File: config.mk
export PLATFORM = sky130hd
export DESIGN_NAME = divider_seq_ctrl
export DESIGN_NICKNAME = d
export VERILOG_FILES = /design/src/rtl/divider_seq_ctrl.sv
export SDC_FILE = /design/constraint.sdc
export NUM_CORES = 1
export LEC_CHECK = 0
export BUFFER_PORTS_ARGS = -buffer_cell sky130_fd_sc_hd__buf_4
export CORE_ASPECT_RATIO = 0.9
export CORE_UTILIZATION = 58
export DETAILED_ROUTE_END_ITERATION = 16
export PLACE_DENSITY = 0.81
export SETUP_SLACK_MARGIN = 0.5
export SYNTH_ARGS = -nofsm -noshare
export SYNTH_HDL_FRONTEND = slang
export SYNTH_SLANG_ARGS = --single-unit
File: constraint.sdc
create_clock -name clk -period 4.2 [get_ports clk]
set_clock_uncertainty 0.05 [all_clocks]
set_input_delay 0.84 -clock clk [delete_from_list [all_inputs] [get_ports clk]]
set_output_delay 0.84 -clock clk [all_outputs]
set_load 0.1 [all_outputs]
File: src/rtl/divider_seq_ctrl.sv
// Sequencer and remainder datapath for a WIDTH-cycle restoring unsigned divider.
// Steers an external quotient shift register through q_load_o / q_mux_o.
module divider_seq_ctrl #(
  parameter int unsigned WIDTH = 32
) (
  input  logic             clk,
  input  logic             rst_n,
  input  logic             start_i,
  input  logic [WIDTH-1:0] dividend_i,
  input  logic [WIDTH-1:0] divisor_i,
  output logic             q_load_o,
  output logic [1:0]       q_mux_o,
  output logic             busy_o,
  output logic             done_o,
  output logic             div_zero_o,
  output logic [WIDTH-1:0] remainder_o
);

  localparam int unsigned CW = (WIDTH > 1) ? $clog2(WIDTH) : 1;
  localparam logic [1:0] MUX_HOLD = 2'b00;
  localparam logic [1:0] MUX_SHL0 = 2'b01;
  localparam logic [1:0] MUX_SHL1 = 2'b10;

  typedef enum logic [1:0] {
    S_IDLE  = 2'd0,
    S_CLEAR = 2'd1,
    S_ITER  = 2'd2,
    S_DONE  = 2'd3
  } state_e;

  state_e           state_q, state_d;
  logic [WIDTH-1:0] rem_q, rem_d;
  logic [WIDTH-1:0] dvd_q, dvd_d;
  logic [WIDTH-1:0] dsr_q, dsr_d;
  logic [CW-1:0]    cnt_q, cnt_d;
  logic             dz_q, dz_d;

  // Restoring step: rem < dsr, so the low WIDTH bits of the difference are exact.
  logic [WIDTH:0]   trial;
  logic             trial_ge;
  logic [WIDTH-1:0] trial_diff;

  assign trial      = {rem_q, dvd_q[WIDTH-1]};
  assign trial_ge   = (trial >= {1'b0, dsr_q});
  assign trial_diff = trial[WIDTH-1:0] - dsr_q;

  always_ff @(posedge clk or negedge rst_n) begin
    if (!rst_n) begin
      state_q <= S_IDLE;
      rem_q   <= '0;
      dvd_q   <= '0;
      dsr_q   <= '0;
      cnt_q   <= '0;
      dz_q    <= 1'b0;
    end else begin
      state_q <= state_d;
      rem_q   <= rem_d;
      dvd_q   <= dvd_d;
      dsr_q   <= dsr_d;
      cnt_q   <= cnt_d;
      dz_q    <= dz_d;
    end
  end

  always_comb begin
    state_d  = state_q;
    rem_d    = rem_q;
    dvd_d    = dvd_q;
    dsr_d    = dsr_q;
    cnt_d    = cnt_q;
    dz_d     = dz_q;
    q_load_o = 1'b0;
    q_mux_o  = MUX_HOLD;
    busy_o   = 1'b0;
    done_o   = 1'b0;

    case (state_q)
      S_IDLE: begin
        if (start_i) begin
          dvd_d   = dividend_i;
          dsr_d   = divisor_i;
          rem_d   = '0;
          cnt_d   = CW'(WIDTH - 1);
          dz_d    = 1'b0;
          state_d = S_CLEAR;
        end
      end
      S_CLEAR: begin
        q_load_o = 1'b1;
        busy_o   = 1'b1;
        if (dsr_q == '0) begin
          rem_d   = dvd_q;
          dz_d    = 1'b1;
          state_d = S_DONE;
        end else begin
          state_d = S_ITER;
        end
      end
      S_ITER: begin
        busy_o = 1'b1;
        if (trial_ge) begin
          rem_d   = trial_diff;
          q_mux_o = MUX_SHL1;
        end else begin
          rem_d   = trial[WIDTH-1:0];
          q_mux_o = MUX_SHL0;
        end
        dvd_d = dvd_q << 1;
        if (cnt_q == '0) begin
          state_d = S_DONE;
        end else begin
          cnt_d = cnt_q - CW'(1);
        end
      end
      S_DONE: begin
        done_o  = 1'b1;
        state_d = S_IDLE;
      end
      default: state_d = S_IDLE;
    endcase
  end

  assign div_zero_o  = dz_q;
  assign remainder_o = rem_q;

endmodule

=== After elaboration in Yosys (flattened, before gate mapping) ===
Index checks and enable logic that the tools add are counted.

* Logic and storage cells: 50
* Flip-flop bits (word level): 104
* Output and inout bits: 38

* Muxes and demuxes: 21
* Add/sub/neg operators: 2
* Reductions and logical operators: 13
* Equal/unequal tests: 7
* $lt $le $gt $ge: 1

{| class="wikitable"
|+ Operator list
! kind !! number
|-
| 32-bit 2-to-1 mux || 4
|-
| 32-bit case mux with 3 select lines || 1
|-
| 32-bit case mux with 2 select lines || 1
|-
| 33-bit by 32-bit >= comparator with 1-bit output || 1
|-
| 32-bit logical NOT || 1
|-
| 32-bit subtractor || 1
|-
| 5-bit 2-to-1 mux || 2
|-
| 5-bit case mux with 2 select lines || 1
|-
| 3-bit AND reduction || 3
|-
| 2-bit 2-to-1 mux || 4
|-
| 2-bit inequality test, second input constant || 4
|-
| 2-bit case mux with 4 select lines || 1
|-
| 1-bit 2-to-1 mux || 6
|-
| 2-bit AND reduction || 3
|-
| 5-bit logical NOT || 1
|-
| 5-bit by 1-bit subtractor with 5-bit output, second input constant || 1
|-
| 2-bit equality test, second input constant || 2
|-
| 2-bit nonzero test || 2
|-
| 3-bit nonzero test || 1
|-
| 2-bit by 1-bit equality test with 1-bit output, second input constant || 1
|-
| 2-bit logical NOT || 1
|-
| 1-bit case mux with 2 select lines || 1
|-
| 2-bit OR reduction || 1
|}

=== Longest topological paths before layout ===
Gate-level depths: netlist of run 1.

* Depth in word-level cells: 3
* Gate-level depth with buffers: 14

=== Least setup slack after synthesis of run 1 ===
OpenSTA, ideal clock, no wires.

* Path kind: flip-flop to output port
* From: register rem_q[17] (netlist: remainder_o[17])
* To: output port q_mux_o[1]
* Stages on the path, launching flop included: 10
* Setup slack: -0.708 ns
* Buffers on the path: 3
* Arrival time: 4.018 ns
* Cell sequence: dfrtp_1 -> ha_1 -> buf_2 -> nand4_1 -> or4_1 -> o21ai_2 -> a41oi_1 -> buf_2 -> buf_2 -> nor2b_1

* Word-level cells in the longest chain between the ends: 3

{| class="wikitable"
|+ RTL lines
! element !! RTL line !! source
|-
| from (decl) || 32 || <nowiki>logic [WIDTH-1:0] rem_q, rem_d;</nowiki>
|-
| from (signal assigned) || 57 || <nowiki>rem_q <= rem_d;</nowiki>
|-
| 33-bit by 32-bit >= comparator with 1-bit output || 44 || <nowiki>assign trial_ge = (trial >= {1'b0, dsr_q});</nowiki>
|-
| 2-bit 2-to-1 mux || 101 || <nowiki>if (trial_ge) begin</nowiki>
|-
| 2-bit 2-to-1 mux || 77 || <nowiki>case (state_q)</nowiki>
|-
| to (decl) || 12 || <nowiki>output logic [1:0] q_mux_o,</nowiki>
|}

No other way between the ends.

=== Final worst setup path of run 1 ===
* From: register rem_q[13] (netlist: remainder_o[13])
* To: output port q_mux_o[0]

Same word-level chain as after synthesis.

==> results of run 1 <==
[cell usage after synthesis, types with 4 or more instances]
cell type    n
a211oi_1     5
a21o_1      14
a21oi_1     46
a221oi_1    13
a22o_1       8
a31oi_1      4
and2_1       5
buf_2       10
clkbuf_1    27
dfrtp_1    104
ha_1        39
inv_1       45
mux2_2      33
mux2i_1     35
nand2_1     99
nand2b_1     7
nand3_1      8
nand4_1      8
nor2_1      52
nor2b_1      9
nor3_1       6
nor4_1      12
nor4b_1      4
o21a_1       6
o21ai_0     60
o21ai_1      9
o21bai_1     5
o221ai_1    11
o31ai_1      5
xnor2_1     21
xor2_1       8
[layout make-up]
class,count,area [um2]
Inverter,45,169
Tap cell,156,195
Multi-Input combinational cell,572,4130
Clock inverter,5,62.6
Clock buffer,11,243
Fill cell,899,3090
Timing Repair Buffer,116,882
Sequential cell,104,2670
[registers in the layout (all words and copies together), names as in the netlist]
name         flops
dvd_q           32
state_q          2
div_zero_o       1
cnt_q            5
dsr_q           32
remainder_o     32
[repair_timing]
action	4_1_cts	5_1_grt
resized for setup	6	15
hold buffers	0	0
endpoints found under the setup margin	2	2
pin swaps	2	3
setup buffers	2	2
[final timing paths]
path / to / slack [ns] / cells after the start
setup reg to reg: remainder_o[20] / 0.76 / 9
max in group asynchronous: remainder_o[14] / 2.73 / 2
hold / removal: dvd_q[31] / 0.47 / 2
hold reg to reg: dvd_q[31] / 0.47 / 2
min in group asynchronous: remainder_o[15] / 0.57 / 1
setup / recovery: q_mux_o[0] / 0.56 / 7
[kinds of logic after synthesis]
logic type	after synthesis
adder cells (fa/ha/maj)	40
buffers and inverters	86
XOR/XNOR	29
AO/OA/AOI/OAI	213
AND/OR/NAND/NOR	219
multiplexers	71
flip-flops	104
[layout by cell type (no fill, tap or decap), types with 13 or more instances in the layout]
cell	instances
buf_4	114
nand2_1	98
dfrtp_1	73
o21ai_0	60
nor2_1	51
inv_1	45
a21oi_1	44
mux2i_1	35
mux2_2	33
ha_1	24
xnor2_1	21
dfrtp_2	21
a21o_1	14
a221oi_1	13
[where the power goes]
group | total [mW] | leakage [nW] | internal (mW) | switching [mW]
sequential | 1.83 | 1.25 | 1.43 | 0.400
combinational | 4.32 | 2.33 | 1.57 | 2.75
clock | 0.873 | 0.148 | 0.484 | 0.388
total | 7.02 | 3.73 | 3.48 | 3.54
[critical path, cell delays in order (launching register included)]
cell and delay [ns]:
dfrtp_2 0.43, ha_1 0.38, nand4_1 0.18, or4_1 0.56, o21ai_4 0.24, a41oi_4 0.21, and2_4 0.22, buf_8 0.16
[layer usage]
metal | vias up | share of wire, %
met5 | - | 0
met4 | 0 | 2.2
met3 | 36 | 7.1
met2 | 247 | 46
met1 | 3023 | 44
li1 | 2908 | -
[through the flow]
stage | util (%) | hold slack (ns) | setup WS, ns | power (mW)
after CTS | 72.2 | 0.468 | 0.502 | 6.88
after global placement | 69.1 | 0.439 | 0.661 | 5.82
after global routing | 73.0 | 0.486 | 0.502 | 7.46
final | 73.0 | 0.466 | 0.561 | 7.02
after detailed placement | 69.1 | 0.452 | 0.554 | 5.94
after floorplan | - | 0.421 | 0.512 | 5.00
==> reports/metrics.csv, run 1 <==
metric;value;unit
maximum fanout along the worst path;5;
DRT iter0 DRCs;505;
Vias;6214;
drt first pass iters;5;
Primary FF master, synth;dfrtp_1;
port bufs;104;
H-Tree Depth;3;
CP Launch Type;flip-flop;
TritonCTS clock tree;built;
Critical Path Sink Type;output pin;
Synth Area in Compound Gates;20.3;%
largest net degree at the start of global routing;75;
Tmin final;3.64;ns
Post-synth EDFFs;0;
deepest clock path buffer count;2;
first-pass GRT wire length;30000;um
share of layout cells above drive strength 1;27.0;%
outcome;complete, no violations;
Top Ports;105;
#FFs+latches synth;104;
WL final;19200;um
die area;12200;um2
fin. max-slew vios;0;
Clock Sinks;104;
area post-placement;7900;um2
Max Cap Viol;0;
critical path type;reg -> out;
Worst Setup SP;remainder_o[13];
Top Usage Layer GRT;met2;
post-route setup TNS;0;ns
Worst EP required;3.31;ns
Post-Synth Adder-Cell Area;7.43;%
Vias/cell;6.16;
initial antenna violation count;0;
Mapped Cells;762;
clock tree root buffer cell;clkbuf_16;
HP Class;reg -> reg;
hold path startpoint;dvd_q[31];
post-route non-filler standard cell count;1009;
Crit path arrival time;2.75;ns
largest family of logic cells by synthesized area;compound AO/OA/AOI/OAI gates;
highest clock rate;0.275;GHz
Leakage;3.73;nW
GR Overflow Total;0;
GRT Resource Usage Total;32.4;%
endpoints failing hold;0;
Yosys cell types;58;
CTS buffer count;9;
met1 GRT Util;46.8;%
M3 GR Usage;5.74;%
worst ir drop on vdd;0.000707;V
clk_lat worst skew;0.36;ns
synthesis warning total;0;
RR Startpoint;remainder_o[13];
Placeable Area;11400;um2
number of global-route vias before repair;5816;
Yosys top cell by area;dfrtp_1;
post-synthesis xor/xnor area fraction;3.72;%
Tcrit/Tclk final;86.7;%
initial core utilization;59.8;%
Antenna diodes;0;
async set-reset flop share out of synthesis;100;%
Synth Area in Simple Gates;14.5;%
met2 GRT Util;48.5;%
final setup fails;0;
post-detail-place hpwl;14100;um
Rows;37;
WL/cell;19.1;um
Yosys top cell area share;38.1;%
mux contribution to synthesized area;11.1;%
post-synth net total;869;
RSZ-0062 raised after global routing;no;
Worst slew margin;17.9;%
fin nets;955;
measured slew at the worst slew-check pin;1.23;ns
Die Height;105;um
cell area after synthesis;6840;um2
Mean Syn Cell Area;8.97;um2
P per Cell Area;841;nW/um2
Seq/Total Area, Yosys;38.1;%
ranking of synthesized cells by area;dfrtp_1 (38%), ha_1 (7.1%), mux2_2 (5.4%);
Horiz. Die Dim;116;um
Clock transition at path regs;0.07;ns
Routed Antenna Nets;0;
Final Instance Area;8350;um2
P&R area growth vs syn;22.1;%
GPL Wtd Cong;0.932;
dpl cells;989;
DRC;0;
Note: power is estimated with default switching activity, not from simulation.
==> run 2, diff against run 1 <==
--- a/config.mk
+++ b/config.mk
@@ -7,9 +7,9 @@
 export LEC_CHECK = 0
 export BUFFER_PORTS_ARGS = -buffer_cell sky130_fd_sc_hd__buf_4
 export CORE_ASPECT_RATIO = 0.9
-export CORE_UTILIZATION = 58
+export CORE_UTILIZATION = 45
 export DETAILED_ROUTE_END_ITERATION = 16
-export PLACE_DENSITY = 0.81
+export PLACE_DENSITY = 0.66
 export SETUP_SLACK_MARGIN = 0.5
 export SYNTH_ARGS = -nofsm -noshare
 export SYNTH_HDL_FRONTEND = slang
==> run 2 against run 1 <==
- fmax is 1.8% higher
- sequential cell count stayed put
- critical path depth increased by 2
- register-to-register slack worse by 0.03 ns
- final cell count rose by 5.0%
- design area increased by 1.1%
- die area rose by 28%
- combinational power rose by 2%
- sequential power about the same
- total power shrank 0.68%
- critical path type unchanged
- critical endpoint unchanged
==> reports/metrics.csv, run 2 (same netlist as run 1, synthesis figures left out) <==
metric;value;unit
outcome;complete, no violations;
GPL Wtd Cong;0.921;
measured slew at the worst slew-check pin;0.720;ns
CP peak stage delay;0.44;ns
Tcrit/Tclk final;85.1;%
port bufs;104;
GR Overflow Total;0;
Placeable Area;14800;um2
Crit path arrival time;2.68;ns
DR WL met2;9580;um
drt first pass iters;5;
RSZ-0062 raised after global routing;no;
initial core utilization;46.3;%
Net Switching;3.52;mW
delay-heaviest family, CP;compound AO/OA/AOI/OAI gates;
P&R area growth vs syn;23.4;%
H-Tree Depth;3;
HP Class;in -> async;
Worst EP required;3.31;ns
uppermost routed layer;met4;
cts hold-fix bufs;0;
sw frac;50.5;%
TritonCTS clock tree;built;
DRC;0;
Final WS setup;0.625;ns
DRT iter0 DRCs;308;
first-pass GRT wire length;32600;um
number of global-route vias before repair;6125;
die area;15700;um2
Critical Path Sink Type;output pin;
worst ir drop on vdd;0.00101;V
fin nets;963;
Max Cap Viol;0;
number of buffers and inverters on the critical path;1;
CP Launch Type;flip-flop;
initial antenna violation count;1;
most frequent cells in the layout;buf_4 (121), nand2_1 (98), dfrtp_1 (73);
CP Cell Sequence;ha_2 -> a21o_1 -> a21o_1 -> a21oi_1 -> o211ai_1 -> a31o_2 -> a41oi_4 -> and2_4 -> buf_12;
most common cell after layout, fill and taps aside;buf_4;
Worst slew margin;52.0;%
Rows;42;
cell mode on critical path;a21o_1;
post-detail-place hpwl;15100;um
Vias;6069;
metal3 WL;1190;um
Top Ports;105;
P per Cell Area;826;nW/um2
Clock Power Share;11.1;%
share of layout cells above drive strength 1;27.8;%
largest net degree at the start of global routing;65;
highest clock rate;0.280;GHz
Die Height;119;um
maximum fanout along the worst path;7;
Routed Antenna Nets;0;
post-place setup slack;0.630;ns
clk_lat worst skew;0.36;ns
DRT met1 WL;8890;um
Layout fillers;1334;
WL final;20000;um
Crit-path slowest cell;dfrtp_2;
CTS buffer count;9;
endpoints failing hold;0;
Clock Sinks;104;
final setup fails;0;
Vias/cell;5.73;
clock tree root buffer cell;clkbuf_16;
WL/cell;18.9;um
critical path type;reg -> out;
Comb pwr share;62.9;%
GRT Resource Usage Total;26.5;%
final core occ;57.1;%
cell internal pwr;3.45;mW
Tot Pwr;6.97;mW
fin. max-slew vios;0;
Horiz. Die Dim;132;um
Tmin final;3.57;ns
deepest clock path buffer count;2;
share of power burned in registers;26.0;%
post-route setup TNS;0;ns
Clock transition at path regs;0.07;ns
Leakage;3.74;nW
==> run 2: cell types whose count changed in the layout (fill, tap and decap cells not counted), sizes merged <==
cell	delta
buf	+8
bufinv	-1
clkbuf	+1
clkinv	+1
clkinvlp	-1
diode	+1
inv	-1
==> run 2: final timing paths <==
| path | start | end | slack [ns] | depth (start not counted) |
|---|---|---|---|---|
| max | remainder_o[25] | q_mux_o[0] | 0.63 | 9 |
| min | rst_n | dvd_q[14] | 0.44 | 1 |
| max reg2reg | dsr_q[14] | remainder_o[12] | 0.73 | 12 |
| min reg2reg | dvd_q[12] | dvd_q[12] | 0.46 | 2 |
| max in group asynchronous | rst_n | remainder_o[29] | 2.91 | 2 |
| min in group clk | dvd_q[12] | dvd_q[12] | 0.46 | 2 |
==> run 2: layer usage <==
metal	GRT usage (%)	up-vias
li1	-	2919
met1	35.8	2952
met2	43.5	173
met3	4.64	25
met4	7.63	0
met5	0	-
==> run 2: layout make-up <==
| cell class | count | area, um2 | area share, % |
|---|---|---|---|
| sequential | 104 | 2670 | 31.6 |
| multi-input combinational | 572 | 4140 | 49.0 |
| clock buffer | 12 | 236 | 2.80 |
| timing repair buffer | 124 | 960 | 11.4 |
| tap | 198 | 248 | 2.94 |
| inverter | 45 | 169 | 2.00 |
| clock inverter | 3 | 18.8 | 0.222 |
| antenna | 1 | 2.50 | 0.0297 |
==> run 2: timing repair <==
action,4_1_cts,5_1_grt
pin swaps,0,5
setup endpoints to repair,2,8
setup buffers,1,9
gates resized for setup,6,19
endpoints found under the hold margin,0,0
==> run 2: metrics by stage <==
| step | std cells | hold slack (ns) | cell area [um2] |
|---|---|---|---|
| after floorplan | 762 | 0.421 | 7050 |
| after global placement | 1033 | 0.442 | 7980 |
| after detailed placement | 1033 | 0.450 | 7980 |
| after CTS | 1049 | 0.460 | 8280 |
| after global routing | 1058 | 0.490 | 8440 |
| final | 1059 | 0.440 | 8440 |
==> run 2: power groups by stage <==
| stage | clock [mW] | sequential (mW) | combinational, mW |
|---|---|---|---|
| after global placement | 0 | 1.80 | 4.13 |
| after floorplan | 0 | 2.09 | 2.91 |
| after CTS | 0.790 | 1.81 | 4.26 |
| final | 0.776 | 1.81 | 4.39 |
| after detailed placement | 0 | 1.82 | 4.21 |
| after global routing | 0.821 | 1.87 | 4.81 |
==> run 3, diff against run 2 <==
--- a/config.mk
+++ b/config.mk
@@ -6,7 +6,7 @@
 export NUM_CORES = 1
 export LEC_CHECK = 0
 export BUFFER_PORTS_ARGS = -buffer_cell sky130_fd_sc_hd__buf_4
-export CORE_ASPECT_RATIO = 0.9
+export CORE_ASPECT_RATIO = 0.5
 export CORE_UTILIZATION = 45
 export DETAILED_ROUTE_END_ITERATION = 16
 export PLACE_DENSITY = 0.66
==> run 3 against run 2 <==
- global-route usage fell by 0.20 points
- wire length rose by 0.37%
- sequential share of layout area barely moved
- non-clock buffer count did not move
- final cell count did not move
- critical path depth fell by 2
- worst hold slack improved by 0.023 ns
==> reports/metrics.csv, run 3 (same netlist as run 1, synthesis figures left out) <==
metric;value;unit
clock tree root buffer cell;clkbuf_16;
measured slew at the worst slew-check pin;0.892;ns
Tmin final;3.61;ns
Routed Antenna Nets;0;
maximum fanout along the worst path;6;
Horiz. Die Dim;176;um
RSZ-0062 raised after global routing;no;
DRC;0;
Min Hold Slack;0.463;ns
Antenna diodes;0;
Tcrit/Tclk final;86.0;%
WL/cell;18.9;um
die area;15700;um2
endpoints failing hold;0;
Tot Pwr;7.09;mW
largest net degree at the start of global routing;67;
Worst EP required;3.31;ns
H-Tree Depth;3;
RR Startpoint;dsr_q[13];
WL final;20100;um
Vias;6152;
fin nets;963;
TritonCTS clock tree;built;
DRT iter0 DRCs;466;
hold path startpoint;dvd_q[13];
r2r endpoint;remainder_o[24];
P&R area growth vs syn;23.5;%
deepest clock path buffer count;2;
CTS buffer count;9;
GPL Wtd Cong;0.918;
outcome;complete, no violations;
initial antenna violation count;0;
worst reg-to-reg path cell count;10;
Clock Sinks;104;
P per Cell Area;840;nW/um2
CP Launch Type;flip-flop;
share of layout cells above drive strength 1;27.4;%
worst ir drop on vdd;0.000695;V
Worst slew margin;40.5;%
Rows;31;
GRT Resource Usage Total;26.3;%
flop2flop setup slack;0.71;ns
number of global-route vias before repair;5671;
clk_lat worst skew;0.36;ns
most common cell after layout, fill and taps aside;buf_4;
most frequent cells in the layout;buf_4 (122), nand2_1 (98), dfrtp_1 (73);
hold depth;2;
post-route setup TNS;0;ns
Leakage;3.76;nW
Critical Path Sink Type;output pin;
drt first pass iters;5;
final core occ;57.6;%
Die Height;89.2;um
fin. max-slew vios;0;
Crit path arrival time;2.72;ns
post-detail-place hpwl;15300;um
highest clock rate;0.277;GHz
Placeable Area;14700;um2
initial core utilization;46.6;%
Clock transition at path regs;0.08;ns
HP Class;reg -> reg;
critical path type;reg -> out;
port bufs;104;
GR Overflow Total;0;
Worst Hold End;dvd_q[13];
Layout fillers;1347;
Vias/cell;5.81;
Max Cap Viol;0;
first-pass GRT wire length;31300;um
final setup fails;0;
Top Ports;105;
==> run 3: changes by cell type in the layout (fill, tap and decap cells not counted), moves of 2 or more <==
cell / change
clkbuf_1: -3
clkbuf_8: +2
clkinv_2: -2
ha_2: -3
ha_1: +3
==> run 3: worst max path at each step <==
stage / from / end
global route: dsr_q[22] / q_mux_o[0]
finish: remainder_o[14] / q_mux_o[0]
CTS: remainder_o[2] / q_mux_o[0]
floorplan: remainder_o[11] / q_mux_o[1]
detailed placement: remainder_o[25] / q_mux_o[0]
global placement: remainder_o[2] / q_mux_o[0]
==> run 3: area by class of cell <==
cell class                 instances  area, um2  area share, %
tap                              198        248           2.93
clock buffer                      11        253           2.99
clock inverter                     5       45.0          0.534
timing repair buffer             124        947           11.2
multi-input combinational        572       4110           48.7
inverter                          45        169           2.00
sequential                       104       2670           31.6
==> run 3: critical path: stages, from the launching register on <==
cell and delay [ns]:
dfrtp_2 0.45, ha_1 0.40, nand4_1 0.21, or4_4 0.48, o21ai_4 0.22, a41oi_4 0.20
and2_4 0.23, buf_12 0.16
==> run 3: power breakdown <==
part | switching (mW) | internal (mW)
registers | 0.392 | 1.43
logic | 2.80 | 1.62
clock network | 0.413 | 0.445
total | 3.60 | 3.49
==> run 3: timing repair <==
| item | CTS | global route |
|---|---|---|
| setup buffers | 2 | 5 |
| pin swaps | 3 | 4 |
| resized for setup | 8 | 11 |
| hold buffers | 0 | 0 |
| endpoints found under the setup margin | 2 | 2 |
==> run 3: layer usage <==
layer  share of wire, %  track usage (%)
met5                  0                0
met4               0.74             4.82
met3                8.8             5.53
met2                 39             35.8
met1                 51             42.0
==> run 3: stage by stage <==
stage	setup WS, ns	instances	area [um2]
6_report	0.590	1059	8440
5_1_grt	0.469	1059	8440
4_1_cts	0.503	1054	8350
3_5_place_dp	0.534	1036	7990
3_3_place_gp	0.609	1036	7990
2_1_floorplan	0.512	762	7050
